### src/rtl/day10_line_parser.sv
// Byte-stream parser for day-10 machine lines: "[lights] (btn)... {jolt}\n" -> one record per line.
// Working registers build the line; output registers load only on entry to EMIT.
module day10_line_parser #(
    parameter int MAX_NUM_LIGHTS    = 10,
    parameter int MAX_NUM_BUTTONS   = 13,
    parameter int MAX_NUM_LIGHTS_W  = (MAX_NUM_LIGHTS  <= 1) ? 1 : $clog2(MAX_NUM_LIGHTS + 1),
    parameter int MAX_NUM_BUTTONS_W = (MAX_NUM_BUTTONS <= 1) ? 1 : $clog2(MAX_NUM_BUTTONS + 1)
) (
    input  logic                                       clk,
    input  logic                                       rst_n,
    input  logic                                       in_valid,
    output logic                                       in_ready,
    input  logic [7:0]                                 in_data,
    output logic                                       out_valid,
    input  logic                                       out_ready,
    output logic [MAX_NUM_LIGHTS_W-1:0]                num_lights,
    output logic [MAX_NUM_BUTTONS_W-1:0]               num_buttons,
    output logic [MAX_NUM_BUTTONS*MAX_NUM_LIGHTS-1:0]  buttons,
    output logic [MAX_NUM_LIGHTS-1:0]                  target_lights_arrangement,
    output logic                                       parse_error
);
    localparam int LW = MAX_NUM_LIGHTS_W;
    localparam int BW = MAX_NUM_BUTTONS_W;

    localparam logic [7:0] CH_LBRK = 8'h5B, CH_RBRK = 8'h5D, CH_DOT   = 8'h2E, CH_HASH  = 8'h23;
    localparam logic [7:0] CH_LPAR = 8'h28, CH_RPAR = 8'h29, CH_LBRC  = 8'h7B, CH_RBRC  = 8'h7D;
    localparam logic [7:0] CH_COMA = 8'h2C, CH_SPC  = 8'h20, CH_LF    = 8'h0A, CH_CR    = 8'h0D;

    typedef enum logic [2:0] {
        S_IDLE, S_LIGHTS, S_SEP, S_BTN, S_JOLT, S_EOL, S_EMIT, S_ERR
    } state_t;

    state_t                                        state_q, state_d;
    logic [LW-1:0]                                 light_cnt_q, light_cnt_d;
    logic [BW-1:0]                                 btn_cnt_q, btn_cnt_d;
    logic [MAX_NUM_LIGHTS-1:0]                     target_w_q, target_w_d;
    logic [MAX_NUM_BUTTONS-1:0][MAX_NUM_LIGHTS-1:0] masks_w_q, masks_w_d;
    logic [7:0]                                    idx_q, idx_d;
    logic                                          have_digit_q, have_digit_d;

    logic                                          in_ready_q, in_ready_d;
    logic                                          out_valid_q, out_valid_d;
    logic                                          parse_error_q, parse_error_d;
    logic [LW-1:0]                                 num_lights_q, num_lights_d;
    logic [BW-1:0]                                 num_buttons_q, num_buttons_d;
    logic [MAX_NUM_BUTTONS-1:0][MAX_NUM_LIGHTS-1:0] buttons_q, buttons_d;
    logic [MAX_NUM_LIGHTS-1:0]                     target_q, target_d;

    logic        accept;
    logic        is_digit;
    logic        err;
    logic [11:0] idx_sum;

    assign accept   = in_valid && in_ready_q;
    assign is_digit = (in_data >= 8'h30) && (in_data <= 8'h39);
    assign idx_sum  = 12'(idx_q) * 12'd10 + 12'(in_data[3:0]);

    always_comb begin
        state_d       = state_q;
        light_cnt_d   = light_cnt_q;
        btn_cnt_d     = btn_cnt_q;
        target_w_d    = target_w_q;
        masks_w_d     = masks_w_q;
        idx_d         = idx_q;
        have_digit_d  = have_digit_q;
        out_valid_d   = out_valid_q;
        num_lights_d  = num_lights_q;
        num_buttons_d = num_buttons_q;
        buttons_d     = buttons_q;
        target_d      = target_q;
        parse_error_d = 1'b0;
        err           = 1'b0;

        if (accept && in_data != CH_CR) begin
            unique case (state_q)
                S_IDLE: begin
                    if (in_data == CH_LBRK) begin
                        state_d      = S_LIGHTS;
                        light_cnt_d  = '0;
                        btn_cnt_d    = '0;
                        target_w_d   = '0;
                        masks_w_d    = '0;
                        idx_d        = '0;
                        have_digit_d = 1'b0;
                    end else if (in_data != CH_LF && in_data != CH_SPC) begin
                        err = 1'b1;
                    end
                end
                S_LIGHTS: begin
                    if (in_data == CH_DOT || in_data == CH_HASH) begin
                        if (light_cnt_q == LW'(MAX_NUM_LIGHTS)) begin
                            err = 1'b1;
                        end else begin
                            for (int i = 0; i < MAX_NUM_LIGHTS; i++)
                                if (light_cnt_q == LW'(i)) target_w_d[i] = (in_data == CH_HASH);
                            light_cnt_d = light_cnt_q + LW'(1);
                        end
                    end else if (in_data == CH_RBRK && light_cnt_q != '0) begin
                        state_d = S_SEP;
                    end else begin
                        err = 1'b1;
                    end
                end
                S_SEP: begin
                    if (in_data == CH_LPAR) begin
                        if (btn_cnt_q == BW'(MAX_NUM_BUTTONS)) begin
                            err = 1'b1;
                        end else begin
                            state_d      = S_BTN;
                            idx_d        = '0;
                            have_digit_d = 1'b0;
                        end
                    end else if (in_data == CH_LBRC) begin
                        state_d = S_JOLT;
                    end else if (in_data != CH_SPC) begin
                        err = 1'b1;
                    end
                end
                S_BTN: begin
                    if (is_digit) begin
                        idx_d        = (idx_sum > 12'd255) ? 8'hFF : idx_sum[7:0];
                        have_digit_d = 1'b1;
                    end else if (in_data == CH_COMA || in_data == CH_RPAR) begin
                        if (!have_digit_q || int'(idx_q) >= int'(light_cnt_q)) begin
                            err = 1'b1;
                        end else begin
                            for (int b = 0; b < MAX_NUM_BUTTONS; b++)
                                for (int i = 0; i < MAX_NUM_LIGHTS; i++)
                                    if (btn_cnt_q == BW'(b) && idx_q == 8'(i)) masks_w_d[b][i] = 1'b1;
                            idx_d        = '0;
                            have_digit_d = 1'b0;
                            if (in_data == CH_RPAR) begin
                                btn_cnt_d = btn_cnt_q + BW'(1);
                                state_d   = S_SEP;
                            end
                        end
                    end else begin
                        err = 1'b1;
                    end
                end
                S_JOLT: begin
                    if (in_data == CH_RBRC) state_d = S_EOL;
                    else if (!is_digit && in_data != CH_COMA) err = 1'b1;
                end
                S_EOL: begin
                    if (in_data == CH_LF) state_d = S_EMIT;
                    else if (in_data != CH_SPC) err = 1'b1;
                end
                S_ERR: begin
                    if (in_data == CH_LF) state_d = S_IDLE;
                end
                default: ;
            endcase
        end

        // A bad '\n' already ends the line, so there is nothing left to discard.
        if (err) begin
            parse_error_d = 1'b1;
            state_d       = (in_data == CH_LF) ? S_IDLE : S_ERR;
        end

        if (state_q == S_EMIT && out_ready) begin
            state_d     = S_IDLE;
            out_valid_d = 1'b0;
        end

        if (state_d == S_EMIT && state_q != S_EMIT) begin
            out_valid_d   = 1'b1;
            num_lights_d  = light_cnt_q;
            num_buttons_d = btn_cnt_q;
            buttons_d     = masks_w_q;
            target_d      = target_w_q;
        end

        in_ready_d = (state_d != S_EMIT);
    end

    always_ff @(posedge clk or negedge rst_n) begin
        if (!rst_n) begin
            state_q       <= S_IDLE;
            light_cnt_q   <= '0;
            btn_cnt_q     <= '0;
            target_w_q    <= '0;
            masks_w_q     <= '0;
            idx_q         <= '0;
            have_digit_q  <= 1'b0;
            in_ready_q    <= 1'b1;
            out_valid_q   <= 1'b0;
            parse_error_q <= 1'b0;
            num_lights_q  <= '0;
            num_buttons_q <= '0;
            buttons_q     <= '0;
            target_q      <= '0;
        end else begin
            state_q       <= state_d;
            light_cnt_q   <= light_cnt_d;
            btn_cnt_q     <= btn_cnt_d;
            target_w_q    <= target_w_d;
            masks_w_q     <= masks_w_d;
            idx_q         <= idx_d;
            have_digit_q  <= have_digit_d;
            in_ready_q    <= in_ready_d;
            out_valid_q   <= out_valid_d;
            parse_error_q <= parse_error_d;
            num_lights_q  <= num_lights_d;
            num_buttons_q <= num_buttons_d;
            buttons_q     <= buttons_d;
            target_q      <= target_d;
        end
    end

    assign in_ready                  = in_ready_q;
    assign out_valid                 = out_valid_q;
    assign parse_error               = parse_error_q;
    assign num_lights                = num_lights_q;
    assign num_buttons               = num_buttons_q;
    assign buttons                   = buttons_q;
    assign target_lights_arrangement = target_q;

endmodule
### config.mk
export PLATFORM = sky130hd
export DESIGN_NAME = day10_line_parser
export DESIGN_NICKNAME = d
export VERILOG_FILES = /design/src/rtl/day10_line_parser.sv
export SDC_FILE = /design/constraint.sdc
export NUM_CORES = 1
export LEC_CHECK = 0
export CAP_MARGIN = 20
export CORE_ASPECT_RATIO = 1.4
export CORE_MARGIN = 8
export CORE_UTILIZATION = 29
export DETAILED_ROUTE_END_ITERATION = 10
export PLACE_DENSITY = 0.55
export SYNTH_ARGS = -nofsm -noshare
export SYNTH_HDL_FRONTEND = slang
export SYNTH_SLANG_ARGS = --single-unit
### constraint.sdc
create_clock -name clk -period 3.95 [get_ports clk]
set_input_delay 0.9875 -clock clk [delete_from_list [all_inputs] [get_ports clk]]
set_output_delay 0.9875 -clock clk [all_outputs]
set_load 0.05 [all_outputs]
# After elaboration in Yosys (flattened, before gate mapping)
# Index checks and enable logic that the tools add are counted.
# Widths: inputs -> output; s select.
# word_totals
reg_bits,311
inputBits,12
out_inout_bits,151
word_cells,885
# op_classes
n_addsub,3
n_mul,1
magnitude_cmp,4
n_eq_ne,207
n_mux,211
n_reduce_logical,295
# ops
operator,count
$reduce_and 7->1,132
$mux 130,4
$ne 2x2->1 const B,149
$pmux 130 s2,1
$mux 1,165
$logic_and 1x1->1,138
$reduce_and 6->1,10
$mux 8,7
$mux 3,17
$eq 8x6->1 const B,5
$eq 4x4->1 const B,9
$eq 4x3->1 const B,8
$eq 8x3->1 const B,4
$eq 8x7->1 const B,4
$mux 10,3
$mux 4,7
$eq 8x4->1 const B,3
$pmux 8 s3,1
$pmux 3 s7,1
$pmux 10 s2,1
$eq 4x2->1 const B,4
$eq 8x2->1 const B,2
$ne 8x4->1 const B,2
$ne 8x6->1 const B,2
25 further kinds,42

# Depth between registers and ports, before layout
# depth
word_depth,13
depth_mapped,11
ltp_nobuf,10

# Least setup slack after synthesis
# No wires, ideal clock.
# synth_timing
path_kind,input port to flip-flop
from,input in_data[7]
to,register buttons_q (netlist bit buttons[0])
setup_time_ns,0.128
t_arrival_ns,3.309
required_ns,3.822
path_slack_ns,0.513
cell_stages,9
path_buffers,2
path_cell_list,or4_4 or3_1 a32oi_1 o221a_2 a21oi_2 o221ai_2 buf_4 buf_4 mux2_1
# synth_via
elab_chain_len,12
word_cells_on_any_way,57
classes_between,order compare: 2; eq/ne: 15; mux: 31; reduce/logical: 9
# synth_rtl
element,line,source
start: declaration,13,"input logic [7:0] in_data,"
$ge 8x6->1 or $le 8x6->1 (tied branches),55,assign is_digit = (in_data >= 8'h30) && (in_data <= 8'h39);
$logic_and 1x1->1,55,
$logic_not 1->1,143,else if (!is_digit && in_data != CH_COMA) err = 1'b1;
$logic_and 1x1->1,143,
$mux 1,143,
$mux 1,142,if (in_data == CH_RBRC) state_d = S_EOL;
$pmux 1 s6,75,unique case (state_q)
$mux 1 *,74,if (accept && in_data != CH_CR) begin
via err,51,logic err;
$mux 3 *,157,if (err) begin
$mux 3 *,162,if (state_q == S_EMIT && out_ready) begin
$eq 3x3->1 *,167,if (state_d == S_EMIT && state_q != S_EMIT) begin
$logic_and 1x1->1 *,167,
end signal: assignment,207,buttons_q <= buttons_d;
end: declaration,46,"logic [MAX_NUM_BUTTONS-1:0][MAX_NUM_LIGHTS-1:0] buttons_q, buttons_d;"
# The timed path passes the listed nets; every way through them passes the cells marked *.
# A chain may end at the register's enable or synchronous reset.

# Final worst setup path
# layout_timing
from,input in_data[7]
to,register buttons_q (netlist bit buttons[41])
# layout_via
elab_chain_len,12
word_cells_on_any_way,57
classes_between,order compare: 2; eq/ne: 15; mux: 31; reduce/logical: 9
# layout_rtl
element,line
$ge 8x6->1 or $le 8x6->1 (tied branches),55
$logic_and 1x1->1,55
$logic_not 1->1,143
$logic_and 1x1->1,143
$mux 1,143
$mux 1,142
$pmux 1 s6,75
$mux 1,74
$mux 3 *,157
$mux 3 *,162
$eq 3x3->1 *,167
$logic_and 1x1->1 *,167
# Every way passes the cells marked *; elsewhere a longest branch is shown, timed or not.

==> metrics list <==
- Outcome: finished clean
- Post-detailed-route count of antenna-violating nets: 0
- Routability-driven placement finished with a final weighted congestion of 0.839.
* Required time worst endpoint: 4.37 ns
- The finished cells cover 16,700 um^2.
- The total area inside the core boundary comes to 44,200 um^2.
- Static timing analysis puts the maximum clock frequency at 0.282 GHz.
* Number of setup buffers added after CTS: 0
- Number of instances in the synthesized netlist: 1,081
- Setup Crit Path Kind: input port to register
- Setup slack after placement: -0.156 ns
- The share of total power dissipated in the clock network is 0.344.
- Largest clock skew in the final design: 0.0328 ns
- Yosys printed 0 warnings.
* Final Total Pwr: 8.20 mW
* Clock transition at the registers of the reported paths: 0.06 ns
- In this run the number of H-tree levels came out at 1.
- Relative slew margins: 0.513
* Post-synth design cell area: 13,000 um^2
* Cts bufs inserted: 29
- Pin count of the biggest net entering global routing: 83
- Synthesis-to-finish area growth: 28.7%
* Vias: 8,869
- The worst setup path is launched from an input port.
- Of the total power, the share spent switching nets is 0.305.
- Hold repair after CTS inserted 0 buffers.
- The HPWL after detailed placement is 25.6 mm.
- In this run the horizontal extent of the chip is 195 um.
- Pins Over Slew Limit: 0
- Power share of the combinational group: 0.244
- Count of different cell masters after synthesis: 62
- Pin slew with the least headroom to its limit: 0.730 ns
* CP Launch Point: in_data[7]
* EDFF count, synth: 0
- Routed wire length: 35.4 mm
- Clk Latency, worst-skew pair: 0.57 ns
- Post-CTS repair changed the size of 0 cells.
- STA classifies the critical path endpoint as a register.
- RSZ-0062 raised after global routing: no
- Via count of the first global-routing pass: 9,264
- Area of the die: 51,900 um^2
* Global-route total usage across every layer: 0.136
- The total overflow left after global routing is 0.
* Power dissipated by switching net loads: 2.50 mW
- After layout, the worst setup slack is 0.399 ns.
* Int Power: 5.70 mW
- Fin crit share: 0.899
- CP arrival: 3.97 ns
* Average vias per placed instance: 4.77
- # IOs: 163
- Global-route wire length before repair: 55.8 mm
- For this configuration, the core starts out at a cell density of 0.294.
* Max FO, Critical Path: 17
- Post-layout min period: 3.55 ns
* Max-cap violations: 0
- The tightest min-delay check is of the input port to async pin type.
* Area share of the largest cell type after synthesis: 0.598
- Most frequent cells in the layout: 310 x dfrtp_1, 161 x clkdlybuf4s50_1, 153 x nor2_1
- The endpoint identified for the worst register-to-register timing path is buttons[41].
- After detailed routing, the average wire length per cell comes to 19.1 um.
- In this run the core area contains 91 standard-cell rows.
- Commonest non-fill, non-tap cell in the layout: dfrtp_1
* Iteration count of the initial detailed-routing pass: 4
- Of the synthesized area, sequential elements account for 0.600.
* Fraction of power consumed by sequential logic: 0.411
* Most area-hungry cell type in the Yosys netlist: dfrtp_1
- Leakage: 8.25 nW
- Setup slack of the worst register-to-register path: 0.63 ns
- TritonCTS built the clock tree.
- Number of failing setup endpoints in the final timing report: 0
- The critical path ends at buttons[41].
- The worst register-to-register path begins at light_cnt_q[0].
- Dividing total power by cell area gives a power density of 491 nW/um^2.
- Worst Hold Margin: 0.440 ns
- Count of cells along the worst register-to-register path: 11
- Final hold vios: 0
- Buffers from clock root to sink, at most: 3
- Maximum vdd drop: 0.000356 V
- Top post-synthesis cells by area: dfrtp_1 60%, mux2_1 12%, a21oi_1 5.3%
- Chip height: 266 um
* Nets in the synthesized netlist: 1,122
- Average instance area after synthesis: 12.0 um^2
- The repair_antennas step left the layout with diodes totalling 0.
* Proportion of layout cells with a drive suffix above 1: 0.124
- Flip-flop and latch count after synthesis: 311
- The net count of the finished layout is 1,320.
- After synthesis, the share of flip-flops with an asynchronous set or reset is 1.00.
* Antenna violations before repair: 0
* Number of I/O port buffers: 162
- Placed instance area: 15,700 um^2
* Dominant synthesized flop cell: dfrtp_1
- For this run, design rule violations remaining after detail routing come to 0.
* Clock root buffer: clkbuf_16
- Filler cell count: 4,306
- For this design, the sink count on the clock tree is 311.
* Starting DRC count in detailed routing: 486
## cell type report
cell class,count,area [um^2],area share
sequential,311,7780,0.466
timing repair buffer,232,2330,0.139
clock buffer,37,816,0.0488
tap,558,698,0.0418
multi-input combinational,691,4870,0.291
clock inverter,17,156,0.00936
inverter,14,52.6,0.00315
## per-layer routing
| layer | global-route usage | share of wire | vias to the layer above | wire length [um] |
|---|---|---|---|---|
| met2 | 0.259 | 0.54 | 156 | 19100 |
| met3 | 0.0209 | 0.042 | 38 | 1480 |
| met1 | 0.155 | 0.40 | 4495 | 14100 |
| met5 | 0 | 0 | - | 0 |
| li1 | - | - | 4180 | - |
| met4 | 0.0353 | 0.019 | 0 | 672 |
## stage by stage
step,TNS [ns],util,instances
after floorplan,0,-,1081
after global placement,-14.90,0.356,1806
after detailed placement,-16.23,0.356,1806
after CTS,0,0.378,1860
after global routing,0,0.378,1860
final,0,0.378,1860
## synthesized netlist by cell type, types with 9 or more instances
cell and n:
a21o_1 11, a21oi_1 137, a31oi_1 11, and2_1 10
buf_4 12, clkbuf_1 41, dfrtp_1 310, ha_1 27
inv_1 14, mux2_1 136, mux2_2 22, nand2_1 36
nand3_1 9, nor2_1 154, nor3_1 14, o21ai_0 13
xnor2_1 10
## registers in the layout, indices dropped and copies added (netlist names)
| register | count |
|---|---|
| btn_cnt_q | 4 |
| buttons | 130 |
| have_digit_q | 1 |
| idx_q | 8 |
| in_ready | 1 |
| light_cnt_q | 4 |
| masks_w_q | 130 |
| num_buttons | 4 |
| num_lights | 4 |
| out_valid | 1 |
| parse_error | 1 |
| state_q | 3 |
| target_lights_arrangement | 10 |
| target_w_q | 10 |
## logic make-up (layout without fill, tap and decap cells)
family / Yosys count / count (layout) / share of synthesized area
adder cells (fa/ha/maj): 29 / 29 / 0.0291
flip-flops: 311 / 311 / 0.600
AND/OR/NAND/NOR: 282 / 282 / 0.103
multiplexers: 158 / 158 / 0.137
AO/OA/AOI/OAI: 210 / 210 / 0.0953
XOR/XNOR: 12 / 12 / 0.00810
buffers and inverters: 79 / 300 / 0.0275
## worst max-delay path, cell delays in order
cell	delay, ns
clkdlybuf4s50_1	0.42
or4_4	0.54
or3_1	0.35
a32oi_1	0.27
o221ai_1	0.22
a21oi_1	0.30
o221ai_4	0.18
buf_12	0.21
buf_12	0.16
mux2_1	0.32
## power groups by stage
| stage | Combinational, mW | Clock [mW] | Sequential [mW] |
|---|---|---|---|
| after floorplan | 1.24 | 0 | 3.47 |
| after global placement | 2.00 | 0 | 3.44 |
| after detailed placement | 2.03 | 0 | 3.44 |
| after CTS | 2.03 | 2.92 | 3.38 |
| after global routing | 2.17 | 3.04 | 3.39 |
| final | 2.00 | 2.83 | 3.37 |
## worst min-delay path by stage
stage                    from  slack (ns)            end  cells past startpoint
6_report                rst_n        0.44  masks_w_q[57]                      1
5_1_grt                 rst_n        0.48       idx_q[6]                      1
4_1_cts                 rst_n        0.44       idx_q[6]                      1
3_5_place_dp     have_digit_q        0.47   have_digit_q                      2
3_3_place_gp   masks_w_q[127]        0.46   buttons[127]                      1
2_1_floorplan    have_digit_q        0.45   have_digit_q                      2
Power figures use the tool's default switching activity.
